### src/rtl/router_fsm.sv
// rtl/router_fsm.sv - packet control FSM of the 1x4 router, driving register-stage strobes, busy and write enable
module router_fsm #(
  parameter int NUM_PORTS = 4,
  localparam int ADDR_W = (NUM_PORTS > 1) ? $clog2(NUM_PORTS) : 1
) (
  input  logic                 clk,
  input  logic                 resetn,
  input  logic                 pkt_valid,
  input  logic [ADDR_W-1:0]    data_in,
  input  logic                 fifo_full,
  input  logic [NUM_PORTS-1:0] fifo_empty,
  input  logic [NUM_PORTS-1:0] soft_reset,
  input  logic                 parity_done,
  input  logic                 low_packet_valid,
  output logic                 detect_add,
  output logic                 lfd_state,
  output logic                 ld_state,
  output logic                 full_state,
  output logic                 laf_state,
  output logic                 rst_int_reg,
  output logic                 write_enb_reg,
  output logic                 busy
);

  typedef enum logic [2:0] {
    DECODE_ADDRESS,
    LOAD_FIRST_DATA,
    LOAD_DATA,
    WAIT_TILL_EMPTY,
    FIFO_FULL_STATE,
    LOAD_AFTER_FULL,
    LOAD_PARITY,
    CHECK_PARITY_ERROR
  } state_t;

  state_t            state;
  state_t            next_state;
  logic [ADDR_W-1:0] addr_q;

  always_ff @(posedge clk) begin
    if (!resetn) begin
      state  <= DECODE_ADDRESS;
      addr_q <= '0;
    end else begin
      state <= next_state;
      if (state == DECODE_ADDRESS && pkt_valid)
        addr_q <= data_in;
    end
  end

  always_comb begin
    next_state = state;
    case (state)
      DECODE_ADDRESS: begin
        // Routing uses the live header bits; addr_q only becomes valid next cycle
        if (pkt_valid && fifo_empty[data_in])
          next_state = LOAD_FIRST_DATA;
        else if (pkt_valid)
          next_state = WAIT_TILL_EMPTY;
      end
      WAIT_TILL_EMPTY: begin
        if (fifo_empty[addr_q])
          next_state = LOAD_FIRST_DATA;
      end
      LOAD_FIRST_DATA:
        next_state = LOAD_DATA;
      LOAD_DATA: begin
        if (fifo_full)
          next_state = FIFO_FULL_STATE;
        else if (!pkt_valid)
          next_state = LOAD_PARITY;
      end
      FIFO_FULL_STATE: begin
        if (!fifo_full)
          next_state = LOAD_AFTER_FULL;
      end
      LOAD_AFTER_FULL: begin
        if (parity_done)
          next_state = DECODE_ADDRESS;
        else if (low_packet_valid)
          next_state = LOAD_PARITY;
        else
          next_state = LOAD_DATA;
      end
      LOAD_PARITY:
        next_state = CHECK_PARITY_ERROR;
      CHECK_PARITY_ERROR: begin
        if (fifo_full)
          next_state = FIFO_FULL_STATE;
        else
          next_state = DECODE_ADDRESS;
      end
      default:
        next_state = DECODE_ADDRESS;
    endcase

    // A read timeout on the selected port abandons the packet from any active state
    if (state != DECODE_ADDRESS && soft_reset[addr_q])
      next_state = DECODE_ADDRESS;
  end

  assign detect_add    = (state == DECODE_ADDRESS);
  assign lfd_state     = (state == LOAD_FIRST_DATA);
  assign ld_state      = (state == LOAD_DATA);
  assign full_state    = (state == FIFO_FULL_STATE);
  assign laf_state     = (state == LOAD_AFTER_FULL);
  assign rst_int_reg   = (state == CHECK_PARITY_ERROR);
  assign write_enb_reg = ld_state || laf_state || (state == LOAD_PARITY);
  assign busy          = !(detect_add || ld_state);

endmodule

### config.mk
export PLATFORM = sky130hd
export DESIGN_NAME = router_fsm
export DESIGN_NICKNAME = d
export VERILOG_FILES = /design/src/rtl/router_fsm.sv
export SDC_FILE = /design/constraint.sdc
export NUM_CORES = 1
export LEC_CHECK = 0
export ABC_AREA = 1
export BUFFER_PORTS_ARGS = -buffer_cell sky130_fd_sc_hd__buf_4
export CAP_MARGIN = 20
export CORE_ASPECT_RATIO = 1.25
export CORE_MARGIN = 2
export CORE_UTILIZATION = 30
export DETAILED_ROUTE_END_ITERATION = 7
export GPL_TIMING_DRIVEN = 0
export PLACE_DENSITY = 0.58
export SYNTH_ARGS = -nofsm -noshare
export SYNTH_HDL_FRONTEND = slang
export SYNTH_SLANG_ARGS = --single-unit
### constraint.sdc
create_clock -name clk -period 1 [get_ports clk]
set_input_delay 0.2 -clock clk [delete_from_list [all_inputs] [get_ports clk]]
set_output_delay 0.2 -clock clk [all_outputs]
set_load 0.01 [all_outputs]
==> impl_metrics.py <==
metrics = {
    "status": {
        "status": "finished, violations left",
        "violations": "negative setup slack",
    },
    "timing": {
        "maxSlewHeadroom_pct": 86.5,
        "rsz0062_at_grt": "yes",
        "fin_worst_skew_ns": 0.00392,
        "worst_slack_ns": -0.244,
        "post-route-min-period_ns": 1.24,
        "setup_violations": 11,
        "fin_crit_sh_pct": 124,
        "hold_viol": 0,
        "fmax_ghz": 0.804,
        "finalMaxSlewViolations": 0,
        "worst_pin_slew_ns": 0.200,
    },
    "drt": {
        "vias": 655,
        "drcViolationCount": 0,
        "finalWirelength_mm": 1.33,
        "vias_per_cell": 4.49,
        "drtIter0Drc": 5,
        "dr.pass1.iters": 3,
        "ant_nets": 0,
        "wl_per_cell_um": 9.09,
    },
    "synthesis": {
        "synth_cell_types": 15,
        "synth-xor-area-share_pct": 0,
        "netlist_area_um2": 512,
        "synth_seq_area_share_pct": 19.6,
        "synth-simple-area-share_pct": 54.0,
        "synthAdderAreaFrac_pct": 0,
        "syn_inst": 97,
        "synth_compound_area_share_pct": 9.78,
        "synth_warnings": 0,
        "synth_top_family_by_area": "simple AND/OR/NAND/NOR gates",
        "synth.area.mux_share_pct": 0,
        "ys_seq_elements": 5,
        "avgSynthCellArea_um2": 5.28,
        "synth_fp_nets": 113,
    },
    "layout": {
        "drive_above_1_share_pct": 42.2,
        "antennaDiodeCount": 0,
        "final_nets": 145,
        "stdcell_count": 146,
        "syn_to_final_growth_pct": 69.2,
    },
    "clocking": {
        "clk_pin_slew_ns": 0.04,
        "cts_buffers": 3,
        "clk_path_buf_depth": 2,
        "h-tree-depth": 1,
        "clk_latency_ns": 0.24,
        "cts.sinks": 5,
        "postCtsHoldBufs": 0,
        "cts_root_buf": "clkbuf_4",
        "cts_tree": "built",
    },
    "global_routing": {
        "grt_max_degree": 9,
        "grt_usage_pct": 15.7,
        "grt_pass1_wl_mm": 2.35,
        "globalRouteOverflowTotal": 0,
        "antenna_found_initial": 0,
        "grt_pass1_vias": 591,
    },
    "job": {
        "drv_cap": 0,
    },
    "placement": {
        "io_buffers": 23,
        "place_inst": 138,
        "hpwl_mm": 1.11,
        "place_ws_ns": -0.170,
        "gp_congestion": 0.682,
    },
    "pwr": {
        "vdd.ir_drop.worst_uv": 1320,
        "leakagePower_uw": 0.000469,
        "total_power_uw": 2390,
        "power_density_nw_per_um2": 2760,
    },
    "setup_path": {
        "critical_path_class": "register to output pin",
        "ff2ff_path_depth": 8,
        "arrival_ns": 1.04,
        "cp.required_ns": 0.80,
        "crit_path_start_kind": "register",
        "rr_endpoint": "state[2]",
        "reg2reg_from": "state[1]",
        "reg2reg_setup_slack_ns": -0.13,
        "crit_fanout": 5,
        "end_kind": "output pin",
    },
    "floorplanning": {
        "start_util_pct": 32.4,
        "die_h_um": 50.2,
        "core_area_um2": 1580,
        "rows": 16,
        "fp.dieArea_um2": 2050,
        "io_pins": 24,
        "die_w_um": 40.9,
    },
    "hold_path": {
        "hold_path.class": "primary input to register",
        "hold_depth": 3,
        "hp-start": "data_in[1]",
        "whs_endpoint": "addr_q[1]",
    },
}
==> cells in the final DEF, fill, tap and decap left out, types with 2 or more instances in the layout <==
cell / Yosys / final
inv_1: 17 / 14
nand2_1: 31 / 29
o21ai_1: 0 / 2
inv_2: 2 / 3
nand3_1: 11 / 10
clkbuf_4: 0 / 3
nor2_4: 1 / 6
dfxtp_4: 0 / 4
buf_6: 0 / 6
nand2_4: 0 / 3
a21oi_1: 4 / 3
nor2_1: 13 / 10
buf_4: 0 / 22
nor2_2: 4 / 2
==> cell usage after synthesis (all sizes together) <==
library cell / instances / area (um2)
clkbuf: 1 / 13.8
nand3b: 1 / 7.51
a21oi: 4 / 20.0
nand3: 11 / 55.1
o21a: 1 / 7.51
nand2: 33 / 129
inv: 19 / 71.3
dfxtp: 5 / 100
o21ai: 3 / 15.0
o211ai: 1 / 7.51
nor2: 18 / 85.1
==> sequential cells by signal, summed over array words and instances, names as in the netlist <==
signal and flops:
state 3, addr_q 2
==> worst max path at each step <==
stage                         start  depth (start not counted)  slack, ns       endpoint
after floorplan            state[2]                          9      -0.06       state[1]
after global placement    addr_q[0]                          9      -0.16       state[1]
after detailed placement  addr_q[0]                          9      -0.17       state[2]
after CTS                  state[1]                          5      -0.27  write_enb_reg
after global routing       state[0]                          5      -0.31  write_enb_reg
final                      state[1]                          5      -0.24  write_enb_reg
==> final cells by class <==
class,instances,area (um2)
Tap cell,18,22.5
Fill cell,172,716
Timing Repair Buffer,28,233
Inverter,19,81.3
Multi-Input combinational cell,72,388
Clock buffer,4,26.3
Sequential cell,5,115
==> cells by family (layout without fill, tap and decap cells) <==
group                  count (synthesis)  count (layout)
buffers and inverters                 20              51
AOI/OAI and AO/OA                      9               9
and+or+nand+nor                       63              63
DFF                                    5               5
==> metrics by stage <==
stage | area [um2] | hold slack, ns | setup TNS, ns | util, %
after floorplan | 547 | 0.327 | -0.154 | -
after global placement | 742 | 0.469 | -0.630 | 46.9
after detailed placement | 742 | 0.465 | -0.681 | 46.9
after CTS | 837 | 0.214 | -2.31 | 52.9
after global routing | 866 | 0.224 | -2.70 | 54.7
final | 866 | 0.219 | -1.81 | 54.7
==> timing repair <==
| item | in CTS | in global routing |
|---|---|---|
| resized for setup | 18 | 9 |
| endpoints found under the setup margin | 13 | 13 |
| setup buffers | 3 | 2 |
| pin swaps | 4 | 2 |
==> critical path: stages (launching register included) <==
cell and delay, ns:
dfxtp_4 0.37, inv_4 0.06, nand2_4 0.05, o21a_1 0.16, inv_1 0.06, buf_6 0.09
==> where the power goes <==
part,switching [uW],internal (uW),leakage (uW)
Clock,77.3,151,0.0000150
Sequential,158,317,0.0000439
Combinational,877,811,0.000411
Total,1110,1280,0.000469
==> per-layer routing <==
metal	vias to the layer above	routed length (um)	track usage, %	share of wire (%)
met2	20	741	29.4	56
met3	0	85	3.98	6.4
met1	278	501	17.4	38
met5	-	0	0	0
li1	357	-	-	-
met4	0	0	0	0
Power figures use the tool's default switching activity.
